[config.mk]
export PLATFORM = sky130hd
export DESIGN_NAME = hero_bus_arbiter
export DESIGN_NICKNAME = d
export VERILOG_FILES = /design/src/rtl/hero_bus_arbiter.sv
export SDC_FILE = /design/constraint.sdc
export NUM_CORES = 1
export LEC_CHECK = 0
export ABC_CLOCK_PERIOD_IN_PS = 6200
export BUFFER_PORTS_ARGS = -buffer_cell sky130_fd_sc_hd__buf_2
export CAP_MARGIN = 10
export CORE_MARGIN = 10
export CORE_UTILIZATION = 51
export CTS_CLUSTER_DIAMETER = 30
export DETAILED_ROUTE_END_ITERATION = 8
export PLACE_DENSITY_LB_ADDON = 0.05
export SYNTH_ARGS = -nofsm -noshare
export SYNTH_HDL_FRONTEND = slang
export SYNTH_SLANG_ARGS = --single-unit
[constraint.sdc]
create_clock -name clk -period 6.2 [get_ports clk]
set_input_delay 0.31 -clock clk [delete_from_list [all_inputs] [get_ports clk]]
set_output_delay 0.31 -clock clk [all_outputs]
set_load 0.01 [all_outputs]
[src/rtl/hero_bus_arbiter.sv]
// -----------------------------------------------------------------------------
// hero_bus_arbiter
//
// Shares one registered hero write bus among NUM_REQ requesters. Each
// requester presents a transaction as zero or more VALID cycles followed by one
// DONE cycle. Arbitration is round-robin at transaction granularity. Once a
// requester wins, it owns the bus until its DONE is accepted, so transactions
// never interleave.
//
// Optional feature, enabled by defining HERO_BUS_ARB_WATCHDOG_EN:
//   This feature adds a watchdog on owner idle time. If the owner presents IDLE
//   for TIMEOUT_CYCLES consecutive cycles during a burst, the arbiter ends the
//   burst. It injects a DONE with zero data and pulses wd_abort.
//   Without the macro, wd_abort is tied to 0 and a burst can last indefinitely.
//
// Ports:
//   clk, rst_n        clock, asynchronous active-low reset
//   req_cycle_type    per-requester cycle type (2 bits each):
//                     0=IDLE, 1=VALID, 2=DONE, 3=IDLE
//   req_wdat          per-requester write data (HERO_WIDTH bits each)
//   req_clk_en        per-requester clock enable
//   req_rdy           the requester's current cycle is accepted this clock
//   bus_rdy           downstream accepts the current bus cycle
//   bus_cycle_type    registered cycle type toward the bag datapath
//   bus_wdat          registered write data
//   bus_clk_en        registered clock enable
//   bus_src_id        requester that owns the current bus cycle
//   wd_abort          one-cycle pulse that marks an injected watchdog DONE
// -----------------------------------------------------------------------------
module hero_bus_arbiter #(
  parameter int NUM_REQ        = 4,
  parameter int HERO_WIDTH     = 36,
  parameter int TIMEOUT_CYCLES = 16,
  localparam int ID_W          = (NUM_REQ > 1) ? $clog2(NUM_REQ) : 1
) (
  input  logic                          clk,
  input  logic                          rst_n,
  input  logic [NUM_REQ*2-1:0]          req_cycle_type,
  input  logic [NUM_REQ*HERO_WIDTH-1:0] req_wdat,
  input  logic [NUM_REQ-1:0]            req_clk_en,
  output logic [NUM_REQ-1:0]            req_rdy,
  input  logic                          bus_rdy,
  output logic [1:0]                    bus_cycle_type,
  output logic [HERO_WIDTH-1:0]         bus_wdat,
  output logic                          bus_clk_en,
  output logic [ID_W-1:0]               bus_src_id,
  output logic                          wd_abort
);

  localparam logic [1:0] CT_IDLE  = 2'd0;
  localparam logic [1:0] CT_VALID = 2'd1;
  localparam logic [1:0] CT_DONE  = 2'd2;

  typedef enum logic {
    ARB_IDLE,
    ARB_BURST
  } arb_state_e;

  // This function adds off to base and wraps the result modulo NUM_REQ.
  // The callers keep off below NUM_REQ, so one subtraction is enough.
  function automatic logic [ID_W-1:0] wrap_add(input logic [ID_W-1:0] base,
                                               input int off);
    int s;
    s = int'(base) + off;
    if (s >= NUM_REQ) s = s - NUM_REQ;
    return ID_W'(s);
  endfunction

  // ---------------------------------------------------------------------------
  // Per-requester views of the flattened input buses
  // ---------------------------------------------------------------------------
  logic [1:0]            ct     [NUM_REQ];
  logic [HERO_WIDTH-1:0] wd     [NUM_REQ];
  logic [NUM_REQ-1:0]    active;

  for (genvar g = 0; g < NUM_REQ; g++) begin : g_unpack
    assign ct[g]     = req_cycle_type[2*g +: 2];
    assign wd[g]     = req_wdat[HERO_WIDTH*g +: HERO_WIDTH];
    // Code 3 is treated as IDLE, so a requester is active only on VALID or DONE.
    assign active[g] = (ct[g] == CT_VALID) || (ct[g] == CT_DONE);
  end

  // ---------------------------------------------------------------------------
  // State
  // ---------------------------------------------------------------------------
  arb_state_e            state_q, state_d;
  logic [ID_W-1:0]       rr_ptr_q, rr_ptr_d;
  logic [ID_W-1:0]       owner_q, owner_d;
  logic [1:0]            type_q, type_d;
  logic [HERO_WIDTH-1:0] wdat_q, wdat_d;
  logic                  clk_en_q, clk_en_d;
  logic [ID_W-1:0]       src_q, src_d;

`ifdef HERO_BUS_ARB_WATCHDOG_EN
  localparam int CNT_W = $clog2(TIMEOUT_CYCLES + 1);
  logic [CNT_W-1:0] wd_cnt_q, wd_cnt_d;
  logic             wd_abort_q, wd_abort_d;
`endif

  // ---------------------------------------------------------------------------
  // Output-stage acceptance
  // ---------------------------------------------------------------------------
  logic out_busy;
  logic can_acc;

  assign out_busy = (type_q != CT_IDLE);
  // The output register can load a new cycle when it is empty or when
  // downstream takes the cycle it is showing now.
  assign can_acc  = !out_busy || bus_rdy;

  // ---------------------------------------------------------------------------
  // Round-robin pick: first active requester at or after rr_ptr
  // ---------------------------------------------------------------------------
  logic            pick_found;
  logic [ID_W-1:0] pick_idx;

  always_comb begin
    // NOTE: every variable assigned in a combinational block gets a default at
    // the top. Any path that skips an assignment would otherwise infer a latch.
    pick_found = 1'b0;
    pick_idx   = '0;
    for (int k = 0; k < NUM_REQ; k++) begin
      if (!pick_found && active[wrap_add(rr_ptr_q, k)]) begin
        pick_found = 1'b1;
        pick_idx   = wrap_add(rr_ptr_q, k);
      end
    end
  end

  // ---------------------------------------------------------------------------
  // Next-state, grant and bus-load logic
  // ---------------------------------------------------------------------------
  logic [1:0] owner_ct;
  assign owner_ct = ct[owner_q];

  always_comb begin
    state_d  = state_q;
    rr_ptr_d = rr_ptr_q;
    owner_d  = owner_q;
    type_d   = type_q;
    wdat_d   = wdat_q;
    clk_en_d = clk_en_q;
    src_d    = src_q;
    req_rdy  = '0;
`ifdef HERO_BUS_ARB_WATCHDOG_EN
    wd_cnt_d   = wd_cnt_q;
    wd_abort_d = 1'b0;
`endif

    // When the output can advance, it shows a bubble unless a cycle is
    // accepted below. bus_src_id keeps its last value across bubbles.
    if (can_acc) begin
      type_d   = CT_IDLE;
      wdat_d   = '0;
      clk_en_d = 1'b0;
    end

    unique case (state_q)
      ARB_IDLE: begin
`ifdef HERO_BUS_ARB_WATCHDOG_EN
        wd_cnt_d = '0;
`endif
        if (pick_found && can_acc) begin
          req_rdy[pick_idx] = 1'b1;
          type_d   = ct[pick_idx];
          wdat_d   = wd[pick_idx];
          clk_en_d = req_clk_en[pick_idx];
          src_d    = pick_idx;
          if (ct[pick_idx] == CT_VALID) begin
            state_d = ARB_BURST;
            owner_d = pick_idx;
          end else begin
            // A lone DONE is a complete transaction, so the pointer moves on.
            rr_ptr_d = wrap_add(pick_idx, 1);
          end
        end
      end

      ARB_BURST: begin
        if (owner_ct == CT_VALID || owner_ct == CT_DONE) begin
`ifdef HERO_BUS_ARB_WATCHDOG_EN
          wd_cnt_d = '0;
`endif
          if (can_acc) begin
            req_rdy[owner_q] = 1'b1;
            type_d   = owner_ct;
            wdat_d   = wd[owner_q];
            clk_en_d = req_clk_en[owner_q];
            src_d    = owner_q;
            if (owner_ct == CT_DONE) begin
              state_d  = ARB_IDLE;
              rr_ptr_d = wrap_add(owner_q, 1);
            end
          end
        end else begin
          // The owner is idle inside its burst. The bubble load above already
          // covers the bus. Only the watchdog has anything to do here.
`ifdef HERO_BUS_ARB_WATCHDOG_EN
          if (wd_cnt_q == CNT_W'(TIMEOUT_CYCLES)) begin
            // The counter saturates at the limit. The forced DONE waits until
            // the output stage can take it.
            if (can_acc) begin
              type_d     = CT_DONE;
              wdat_d     = '0;
              clk_en_d   = 1'b0;
              src_d      = owner_q;
              wd_abort_d = 1'b1;
              wd_cnt_d   = '0;
              state_d    = ARB_IDLE;
              rr_ptr_d   = wrap_add(owner_q, 1);
            end
          end else begin
            wd_cnt_d = wd_cnt_q + 1'b1;
          end
`endif
        end
      end

      default: state_d = ARB_IDLE;
    endcase
  end

  // ---------------------------------------------------------------------------
  // Registers
  // ---------------------------------------------------------------------------
  always_ff @(posedge clk or negedge rst_n) begin
    // NOTE: sequential state uses non-blocking assignments only. Then every
    // register samples the values from before the edge, whatever the order of
    // the statements.
    if (!rst_n) begin
      state_q  <= ARB_IDLE;
      rr_ptr_q <= '0;
      owner_q  <= '0;
      type_q   <= CT_IDLE;
      wdat_q   <= '0;
      clk_en_q <= 1'b0;
      src_q    <= '0;
    end else begin
      state_q  <= state_d;
      rr_ptr_q <= rr_ptr_d;
      owner_q  <= owner_d;
      type_q   <= type_d;
      wdat_q   <= wdat_d;
      clk_en_q <= clk_en_d;
      src_q    <= src_d;
    end
  end

`ifdef HERO_BUS_ARB_WATCHDOG_EN
  always_ff @(posedge clk or negedge rst_n) begin
    if (!rst_n) begin
      wd_cnt_q   <= '0;
      wd_abort_q <= 1'b0;
    end else begin
      wd_cnt_q   <= wd_cnt_d;
      wd_abort_q <= wd_abort_d;
    end
  end

  assign wd_abort = wd_abort_q;
`else
  assign wd_abort = 1'b0;
`endif

  assign bus_cycle_type = type_q;
  assign bus_wdat       = wdat_q;
  assign bus_clk_en     = clk_en_q;
  assign bus_src_id     = src_q;

endmodule

## Yosys cells after proc, flatten, opt, wreduce, memory -nomap -nowiden

Cells that the tools add are included.
Widths: inputs -> output; s select.

| storage, ports and cells | value |
|---|---|
| flip-flop bits (word level) | 46 |
| bits in latches | 0 |
| bits in writable memories | 0 |
| ROM bits | 0 |
| bits of input ports | 159 |
| logic and storage cells | 150 |
| memories kept | 0 |

| cells by class | value |
|---|---|
| add/sub/neg operators | 11 |
| $mul | 0 |
| divide/modulo/power cells | 0 |
| magnitude comparators | 16 |
| eq/ne operators | 16 |
| shift operators | 0 |
| multiplexer cells | 77 |
| bitwise logic cells | 3 |
| reduce and logical (&&, ||, !) cells | 20 |

Operators with widths:

| kind | number |
|---|---|
| $mux 36 | 8 |
| $bmux 36 s2 | 2 |
| $pmux 36 s2 | 1 |
| $mux 2 | 26 |
| $ge 3x3->1 const B | 7 |
| $mux 1 | 21 |
| $lt 2x3->1 const B | 6 |
| $bmux 1 s2 | 6 |
| $eq 2x1->1 const B | 6 |
| $mux 4 | 3 |
| $pmux 2 s2 | 3 |
| $sub 2x1->2 const B | 6 |
| $eq 2x2->1 const B | 5 |
| $add 2x1->3 const B | 3 |
| $bmux 2 s2 | 2 |
| $pmux 4 s2 | 1 |
| $add 2x2->3 const B | 2 |
| $logic_and 1x1->1 | 6 |
| $logic_or 1x1->1 | 6 |
| $ne 2x1->1 const B | 3 |
| $not 2->3 | 2 |
| $reduce_and 3->1 | 2 |
| $reduce_and 5->1 | 1 |
| $demux 1 s2 | 2 |
| other kinds (7) | 13 |

## Depth between registers and ports, before layout

Gate-level depths: netlist of the first run.

| logic depth | value |
|---|---|
| depth after elaboration | 22 |
| depth in mapped cells | 12 |
| depth with buffers taken out | 8 |

## Least setup slack after synthesis of the first run

Ideal clock, no wire load.

| timing | value |
|---|---|
| path kind | register -> output |
| start | register owner_q[1] |
| end | output port req_rdy[3] |
| data arrival time | 2.861 ns |
| required time | 5.890 ns |
| setup slack | 3.029 ns |
| cell stages (with the launch flop) | 12 |
| buffers on the path | 5 |
| path through | dfrtp_1 > clkbuf_1 > clkbuf_1 > mux4_1 > inv_1 > ha_1 > nor2_1 > and2_1 > clkbuf_1 > clkbuf_1 > clkbuf_1 > a32o_1 |

| between the ends | value |
|---|---|
| word-level cells in the longest chain between the ends | 8 |
| elaborated cells between the ends (all ways) | 15 |

RTL lines:

| element | line | text |
|---|---|---|
| start, declared | 88 | `logic [ID_W-1:0] owner_q, owner_d;` |
| start signal, assigned | 241 | `owner_q <= owner_d;` |
| branches (longest 6 deep; another with $lt 2x3->1) | - |  |
| $mux 4 * | 180 | `if (owner_ct == CT_VALID \|\| owner_ct == CT_DONE) begin` |
| $pmux 4 s2 * | 158 | `unique case (state_q)` |
| end, declared | 41 | `output logic [NUM_REQ-1:0] req_rdy,` |

Mark *: on every way between the ends. The select of a mux whose other input is x is not followed.

## Worst setup path in the final report of the first run

| timing | value |
|---|---|
| start | register owner_q[0] |
| end | output port req_rdy[3] |

Same word-level chain as after synthesis.

==> results.toml, run 1 <==
[synthesis]
syn_avg_cell_area_um2 = 11.6
synth_top_area_frac = 0.283
yosysSeqAreaShare = 0.279
syn-cell-area_um2 = 4130
postSynth.asyncResetShare = 1.00
ys_ff_latch = 46
synthesis.nets = 517
yosys.area.top_type = "mux4_2"
synthFlopType = "dfrtp_1"
synth_edf_count = 0
yosys_warnings = 0
postSynthCellCount = 357
synth.area.top_cells = "mux4_2 (28%), dfrtp_1 (28%), mux2i_1 (7.0%)"
ys_types = 43

[critical_path]
r2r-end = "rr_ptr_q[1]"
endpoint_kind = "primary output"
rr_startpoint = "owner_q[0]"
critPathArrivalTime_ns = 3.67
ff2ff_path_depth = 9
r2r_slack_ns = 2.53
crit_fanout = 46
cp-start-kind = "flip-flop"
worstPathRequired_ns = 5.89
crit_type = "reg -> out"

[clock_tree]
clock-sinks = 46
cts_tree = "yes"
cts_resized = 0
post_cts_buffers = 0
htreeDepth = 2
insertion_delay_ns = 0.31
path_clk_slew_ns = 0.10
clockBufferDepth = 2
holdBufCountCts = 0
cts_buffers = 5
cts_root_buffer = "clkbuf_8"

[timing]
grt_setup_unrepaired = "false"
fin_skew_ns = 0.0129
setup_viol = 0
setup_ws_ns = 2.22
drv_slew = 0
period_minus_slack_ns = 3.98
fmax_mhz = 251
post-route-period-util = 0.642
finalSetupTns_ns = 0
worst_pin_slew_ns = 1.22
max_slew_margin = 0.187
hold_viol = 0

[outcome]
outcome = "complete, no violations"

[run]
max_cap_violations = 0

[place]
place_ws_ns = 2.53
globalplace.congestion = 0.862
placed_area_um2 = 5110
dp_cells = 625
hpwl_um = 10600
portBuffers = 203

[detailed_routing]
drt_iter0_drc = 235
wire_per_inst_um = 22.6
wl_um = 14300
vias_per_cell = 6.39
remaining_drc_errors = 0
drtAntennaViolNets = 0
via_count = 4050
firstDrtPassIters = 5

[floorplanning]
dieWidth_um = 110
coreArea_um2 = 7810
die_area_um2 = 12100
dieHeight_um = 110
ios = 205
start_util = 0.529
rows = 32

[power]
p_leak_nw = 2.51
ir_drop_mv = 0.237
p_per_area_nw_per_um2 = 440

[layout]
postLayoutCellArea_um2 = 5200
nets = 690
drive_gt1_frac = 0.525
instances_no_fill = 634
layout_commonest_cell = "buf_2"
final_cell_mix = "buf_2 (203), mux4_2 (52), dfrtp_1 (44), mux2i_1 (29)"
area_delta_synth_final_pct = 25.9

[global_route]
grt_use_total = 0.226
grt_max_degree = 48
grt_pass1_wl_um = 21900
grt_overflow = 0
grt_pass1_vias = 4201
antenna_found_initial = 1

[hold_path]
hold_path.class = "in -> async"
==> how the worst max path moves through the flow <==
stage | startpoint | endpoint | cells past startpoint
finish | owner_q[0] | req_rdy[3] | 9
global route | owner_q[0] | req_rdy[3] | 9
CTS | owner_q[0] | req_rdy[3] | 9
detailed placement | owner_q[0] | rr_ptr_q[1] | 9
global placement | owner_q[0] | rr_ptr_q[1] | 9
floorplan | owner_q[1] | req_rdy[3] | 11
==> stage by stage <==
step | hold WS, ns | power [W] | utilization
3_3_place_gp | 0.447 | 0.00209 | 0.655
5_1_grt | 0.144 | 0.00247 | 0.666
6_report | 0.0769 | 0.00229 | 0.666
2_1_floorplan | 0.0144 | 0.00173 | -
4_1_cts | 0.119 | 0.00231 | 0.666
3_5_place_dp | 0.454 | 0.00212 | 0.655
==> kinds of logic (layout without fill, tap and decap cells) <==
family	after synthesis	in the layout	synth area share
compound gates	103	103	0.207
mux	86	86	0.371
xor+xnor	8	8	0.0206
other cells	1	2	0.000908
buf+inv	58	232	0.0648
flops	46	46	0.279
fa+ha+maj	1	1	0.00303
simple gates	54	54	0.0539
==> power by group <==
part / internal [W] / leakage, nW / switching [W]
Combinational: 0.000776 / 1.88 / 0.000765
Clock: 0.0000800 / 0.0452 / 0.000112
Sequential: 0.000439 / 0.577 / 0.000117
==> synthesized netlist by cell type (2+ instances only) <==
cell type	n
buf_1	4
nor2_1	26
a22o_1	14
inv_1	17
o21ai_0	18
a221oi_1	9
mux2_2	4
and2_1	2
xnor2_1	3
xnor2_2	2
o21a_1	2
buf_2	4
a22oi_1	3
and3_1	2
clkbuf_1	27
mux2i_1	29
a21oi_1	4
nand2_1	20
a222oi_1	13
dfrtp_1	46
nor2b_1	2
nand2b_1	2
mux4_2	52
a21o_1	4
a221o_1	25
xor2_1	3
buf_6	4
==> critical path: stages, from the launching register on <==
cell and delay, ns:
dfrtp_2 0.35, buf_4 0.57, mux4_1 0.66, inv_1 0.08, ha_1 0.24, nor2_1 0.22
and2_1 0.58, buf_4 0.35, a32o_1 0.16, buf_2 0.13
==> layer usage <==
layer / global-route usage / vias to the layer above / part of all wire
met2: 0.389 / 200 / 0.52
met5: 0 / - / 0
met1: 0.280 / 2031 / 0.38
met3: 0.0621 / 10 / 0.095
li1: - / 1809 / -
met4: 0.0437 / 0 / 0.0085
==> final cells by class <==
| cell class | count | area (um^2) |
|---|---|---|
| clock inverters | 2 | 13.8 |
| flip-flops and latches | 46 | 1150 |
| diodes | 1 | 2.50 |
| clock buffers | 6 | 72.6 |
| inverters | 17 | 63.8 |
| repair buffers | 207 | 1050 |
| multi-input cells | 253 | 2720 |
| well taps | 102 | 128 |
| fillers | 638 | 2610 |
No activity file was read; power rests on OpenSTA's default activity.
==> inputs of run 2 (changes only) <==
Settings changed: ABC_AREA from default to 1, ABC_CLOCK_PERIOD_IN_PS 6200 to 4150.
Clock period 6.2 ns to 4.15 ns, I/O delays scaled along.
==> run 2 against run 1 <==
Against the previous run: count of clock-buffer cells in the layout is the same; cell count grew 89%; sequential share of layout area shrank 4.4 points; combinational power grew to 3.5 times the previous value; critical path type unchanged.
==> results.toml, run 2 <==
[floorplanning]
ios = 205
dieHeight_um = 122
coreArea_um2 = 10300
start_util = 0.521
dieWidth_um = 122
die_area_um2 = 15000
rows = 37

[place]
portBuffers = 203
globalplace.congestion = 0.887
place_ws_ns = 0.700
dp_cells = 1188
hpwl_um = 15600

[global_route]
grt_pass1_vias = 6781
grt_pass1_wl_um = 34200
grt_use_total = 0.278
grt_overflow = 0
grt_max_degree = 72
antenna_found_initial = 2

[synthesis]
synth.area.top_cells = "nand2_1 (22%), dfrtp_1 (22%), nand3_1 (8.6%)"
synthTopCellsByCount = "nand2_1 (310), inv_1 (122), nand3_1 (92)"
synth_top_family_by_area = "simple AND/OR/NAND/NOR gates"
synthFlopType = "dfrtp_1"
syn_avg_cell_area_um2 = 6.02
ys_types = 45
synthesis.nets = 1049
ys_ff_latch = 46
postSynthCellCount = 889
synth_xor_area_frac = 0.00631
synth-simple-area-share = 0.349
postSynth.asyncResetShare = 1.00
synth_top_area_frac = 0.217
yosys_warnings = 0
yosysSeqAreaShare = 0.215
synthMuxAreaShare = 0
synth_compound_area_frac = 0.280
synthAdderAreaFrac = 0.00234
yosys.area.top_type = "nand2_1"
syn-cell-area_um2 = 5350
synth_edf_count = 0
yosysMostFrequentCell = "nand2_1"

[timing]
fmax_mhz = 271
period_minus_slack_ns = 3.69
fin_skew_ns = 0.0155
setup_ws_ns = 0.458
setup_viol = 0
finalSetupTns_ns = 0
max_slew_margin = 0.271
hold_viol = 0
grt_setup_unrepaired = "false"
post-route-period-util = 0.890
drv_slew = 0
worst_pin_slew_ns = 1.09

[detailed_routing]
vias_per_cell = 5.75
drt_iter0_drc = 823
drtAntennaViolNets = 0
firstDrtPassIters = 6
wl_um = 21600
wire_per_inst_um = 18.0
remaining_drc_errors = 0
via_count = 6885

[clock_tree]
cts_tree = "yes"
clock-sinks = 46
cts_resized = 0
insertion_delay_ns = 0.31
holdBufCountCts = 0
cts_root_buffer = "clkbuf_8"
path_clk_slew_ns = 0.10
clockBufferDepth = 2
post_cts_buffers = 0
cts_buffers = 5
htreeDepth = 2

[critical_path]
crit_fanout = 16
crit_type = "reg -> out"
critical-path-max-stage-delay_ns = 0.46
cp-start-kind = "flip-flop"
worstPathRequired_ns = 3.94
critPathArrivalTime_ns = 3.48
crit_top_cell = "inv_1"
crit_path_top_delay_cell = "dfrtp_1"
crit_chain = "nor2_2, inv_1, o21a_1, inv_1, ha_1, nor2_1, inv_1, nor2_4, clkinv_1, buf_4, o22ai_1, buf_2"
endpoint_kind = "primary output"

[power]
p_leak_nw = 3.58
power_w = 0.00655
p_per_area_nw_per_um2 = 1010
ir_drop_mv = 0.697

[layout]
final_util = 0.631
fillers = 1064
drive_gt1_frac = 0.246
layout_commonest_cell = "nand2_1"
area_delta_synth_final_pct = 21.1
final_cell_mix = "nand2_1 (309), buf_2 (203), inv_1 (122), nand3_1 (92), dfrtp_1 (46)"
instances_no_fill = 1197
nets = 1219

[hold_path]
hold_path.class = "in -> async"

[run]
max_cap_violations = 0

[outcome]
outcome = "complete, no violations"
run 2: kinds of logic after synthesis:
group,count (synthesis)
AND/OR/NAND/NOR,450
flip-flops,46
adder cells (fa/ha/maj),1
buffers and inverters,186
XOR/XNOR,3
AO/OA/AOI/OAI,202
other,1
run 2: path summary, 6_finish.rpt:
check	slack (ns)	from	cells past startpoint	to
hold / removal	0.002	rst_n	2	rr_ptr_q[0]
setup reg to reg	0.56	owner_q[0]	12	flip-flop
max in group asynchronous	3.68	rst_n	2	asynchronous set/reset pin
min in group clk	0.19	req_wdat[74]	3	flip-flop
setup / recovery	0.46	owner_q[0]	12	req_rdy[0]
hold reg to reg	0.51	bus_src_id[0]	2	bus_src_id[0]
run 2: metal layers:
| layer | track usage | part of all wire | vias up |
|---|---|---|---|
| li1 | - | - | 3325 |
| met1 | 0.359 | 0.40 | 3116 |
| met2 | 0.460 | 0.47 | 400 |
| met3 | 0.0592 | 0.10 | 44 |
| met4 | 0.0773 | 0.019 | 0 |
| met5 | 0 | 0 | - |
run 2: power by group:
part	internal, W	total [W]	switching, W
clock	0.000116	0.000286	0.000170
sequential	0.000692	0.000906	0.000214
combinational	0.00183	0.00536	0.00353
run 2: cell type report:
type | count | area, um^2 | share of cell area
clock buffers | 6 | 72.6 | 0.0112
flip-flops and latches | 46 | 1150 | 0.178
diodes | 2 | 5.00 | 0.000772
clock inverters | 1 | 7.51 | 0.00116
inverters | 128 | 480 | 0.0741
multi-input cells | 657 | 3430 | 0.530
repair buffers | 221 | 1160 | 0.179
well taps | 136 | 170 | 0.0262
run 2: worst max-delay path, delay by kind of cell (launching register included):
family / cells / cell delay (ns)
simple gates: 3 / 0.92
fa+ha+maj: 1 / 0.24
buf+inv: 6 / 1.13
compound gates: 2 / 0.41
flops: 1 / 0.46
run 2: stage by stage:
stage / hold WS, ns / area [um^2]
2_1_floorplan: -0.0881 / 5350
3_3_place_gp: 0.362 / 6400
3_5_place_dp: 0.362 / 6400
4_1_cts: 0.0312 / 6480
5_1_grt: 0.0607 / 6480
6_report: 0.00226 / 6480
==> inputs of run 3 (changes only) <==
Settings changed: ABC_CLOCK_PERIOD_IN_PS 4150 to 4600.
Clock period 4.15 ns to 4.6 ns, I/O delays scaled along.
==> run 3 against run 2 <==
Against the previous run: non-clock buffer count down 2; combinational power fell by 11%; count of clock-buffer cells in the layout down 1; sequential share of layout area decreased by 0.095 points; global-route usage down 0.15 points; sequential power shrank 9.9%; register-to-register slack got worse by 0.23 ns; routed wire length shrank 1.1%; utilization rose by 0.34 points; first-iteration DRC count is 10% lower; cell count is essentially flat; largest cell class unchanged.
==> results.toml, run 3 (same netlist as run 2, synthesis figures left out) <==
[hold_path]
hold_path.class = "in -> async"

[global_route]
grt_use_total = 0.277
grt_overflow = 0
antenna_found_initial = 3
grt_pass1_wl_um = 34200
grt_pass1_vias = 6645
grt_max_degree = 60

[timing]
max_slew_margin = 0.375
setup_viol = 0
setup_ws_ns = 0.300
hold_viol = 0
drv_slew = 0
fin_skew_ns = 0.0103
post-route-period-util = 0.935
fmax_mhz = 233
finalSetupTns_ns = 0
grt_setup_unrepaired = "false"
period_minus_slack_ns = 4.30
worst_pin_slew_ns = 0.936

[run]
max_cap_violations = 0

[clock_tree]
clockBufferDepth = 2
cts_tree = "yes"
cts_resized = 0
clock-sinks = 46
holdBufCountCts = 0
insertion_delay_ns = 0.32
cts_buffers = 5
htreeDepth = 2
cts_root_buffer = "clkbuf_8"
post_cts_buffers = 0
path_clk_slew_ns = 0.10

[place]
hpwl_um = 15600
placed_area_um2 = 6370
dp_cells = 1186
place_ws_ns = 0.456
portBuffers = 203
globalplace.congestion = 0.866

[layout]
final_util = 0.634
instances_no_fill = 1198
nets = 1217
drive_gt1_frac = 0.247
final_cell_mix = "nand2_1 (309), buf_2 (203), inv_1 (122), nand3_1 (92), dfrtp_1 (46)"
multi_input_area_um2 = 3430
area_delta_synth_final_pct = 21.8
fillers = 1073
layout_commonest_cell = "nand2_1"
regArea_um2 = 1150
postLayoutCellArea_um2 = 6520

[critical_path]
critical-path-max-stage-delay_ns = 0.61
crit_type = "reg -> out"
r2r_slack_ns = 0.33
worstPathRequired_ns = 4.37
timing.critical_path.depth = 11
ff2ff_path_depth = 12
endpoint_kind = "primary output"
crit_buf_inv = 5
crit_top_cell = "inv_1"
cpLargestDelayFamily = "buffers and inverters"
cp-start-kind = "flip-flop"
crit_chain = "nand2_1, buf_4, inv_1, a221oi_1, ha_1, nor2_1, inv_1, nor2_4, clkinv_1, o22ai_1, buf_2"
startpoint = "owner_q[0]"
crit_fanout = 19
critPathArrivalTime_ns = 4.07
rr_startpoint = "owner_q[0]"
crit_path_top_delay_cell = "clkinv_1"

[detailed_routing]
drtAntennaViolNets = 0
vias_per_cell = 5.73
drt_iter0_drc = 739
wire_per_inst_um = 17.8
via_count = 6864
wl_um = 21300
remaining_drc_errors = 0
firstDrtPassIters = 5

[floorplanning]
coreArea_um2 = 10300
die_area_um2 = 15000
dieWidth_um = 122
start_util = 0.521
dieHeight_um = 122
rows = 37
ios = 205

[outcome]
outcome = "complete, no violations"

[power]
p_leak_nw = 3.59
p_per_area_nw_per_um2 = 916
ir_drop_mv = 0.972
run 3: worst max path at each step:
stage | slack [ns] | end
finish | 0.30 | req_rdy[2]
global route | 0.05 | req_rdy[2]
CTS | 0.37 | req_rdy[2]
detailed placement | 0.46 | flip-flop
global placement | 0.54 | flip-flop
floorplan | 1.54 | req_rdy[0]
run 3: layer usage:
metal	vias to the layer above	global-route usage	part of all wire
met5	-	0	0
met4	0	0.0965	0.027
li1	3326	-	-
met3	48	0.0487	0.088
met1	3126	0.368	0.42
met2	364	0.443	0.47
run 3: power breakdown:
group | leakage, nW | internal, W | switching (W)
Combinational | 2.95 | 0.00160 | 0.00317
Sequential | 0.573 | 0.000624 | 0.000192
Clock | 0.0684 | 0.000218 | 0.000164
run 3: layout make-up:
type	count	area share
inverters	128	0.0737
clock buffers	5	0.0106
well taps	136	0.0261
diodes	4	0.00154
multi-input cells	657	0.527
repair buffers	219	0.174
clock inverters	3	0.0106
flip-flops and latches	46	0.177
run 3: per-stage QoR:
| step | total power (W) | hold WS, ns |
|---|---|---|
| finish | 0.00597 | 0.00733 |
| global route | 0.00657 | 0.0672 |
| CTS | 0.00589 | 0.0407 |
| detailed placement | 0.00551 | 0.384 |
| global placement | 0.00546 | 0.378 |
| floorplan | 0.00441 | -0.0656 |
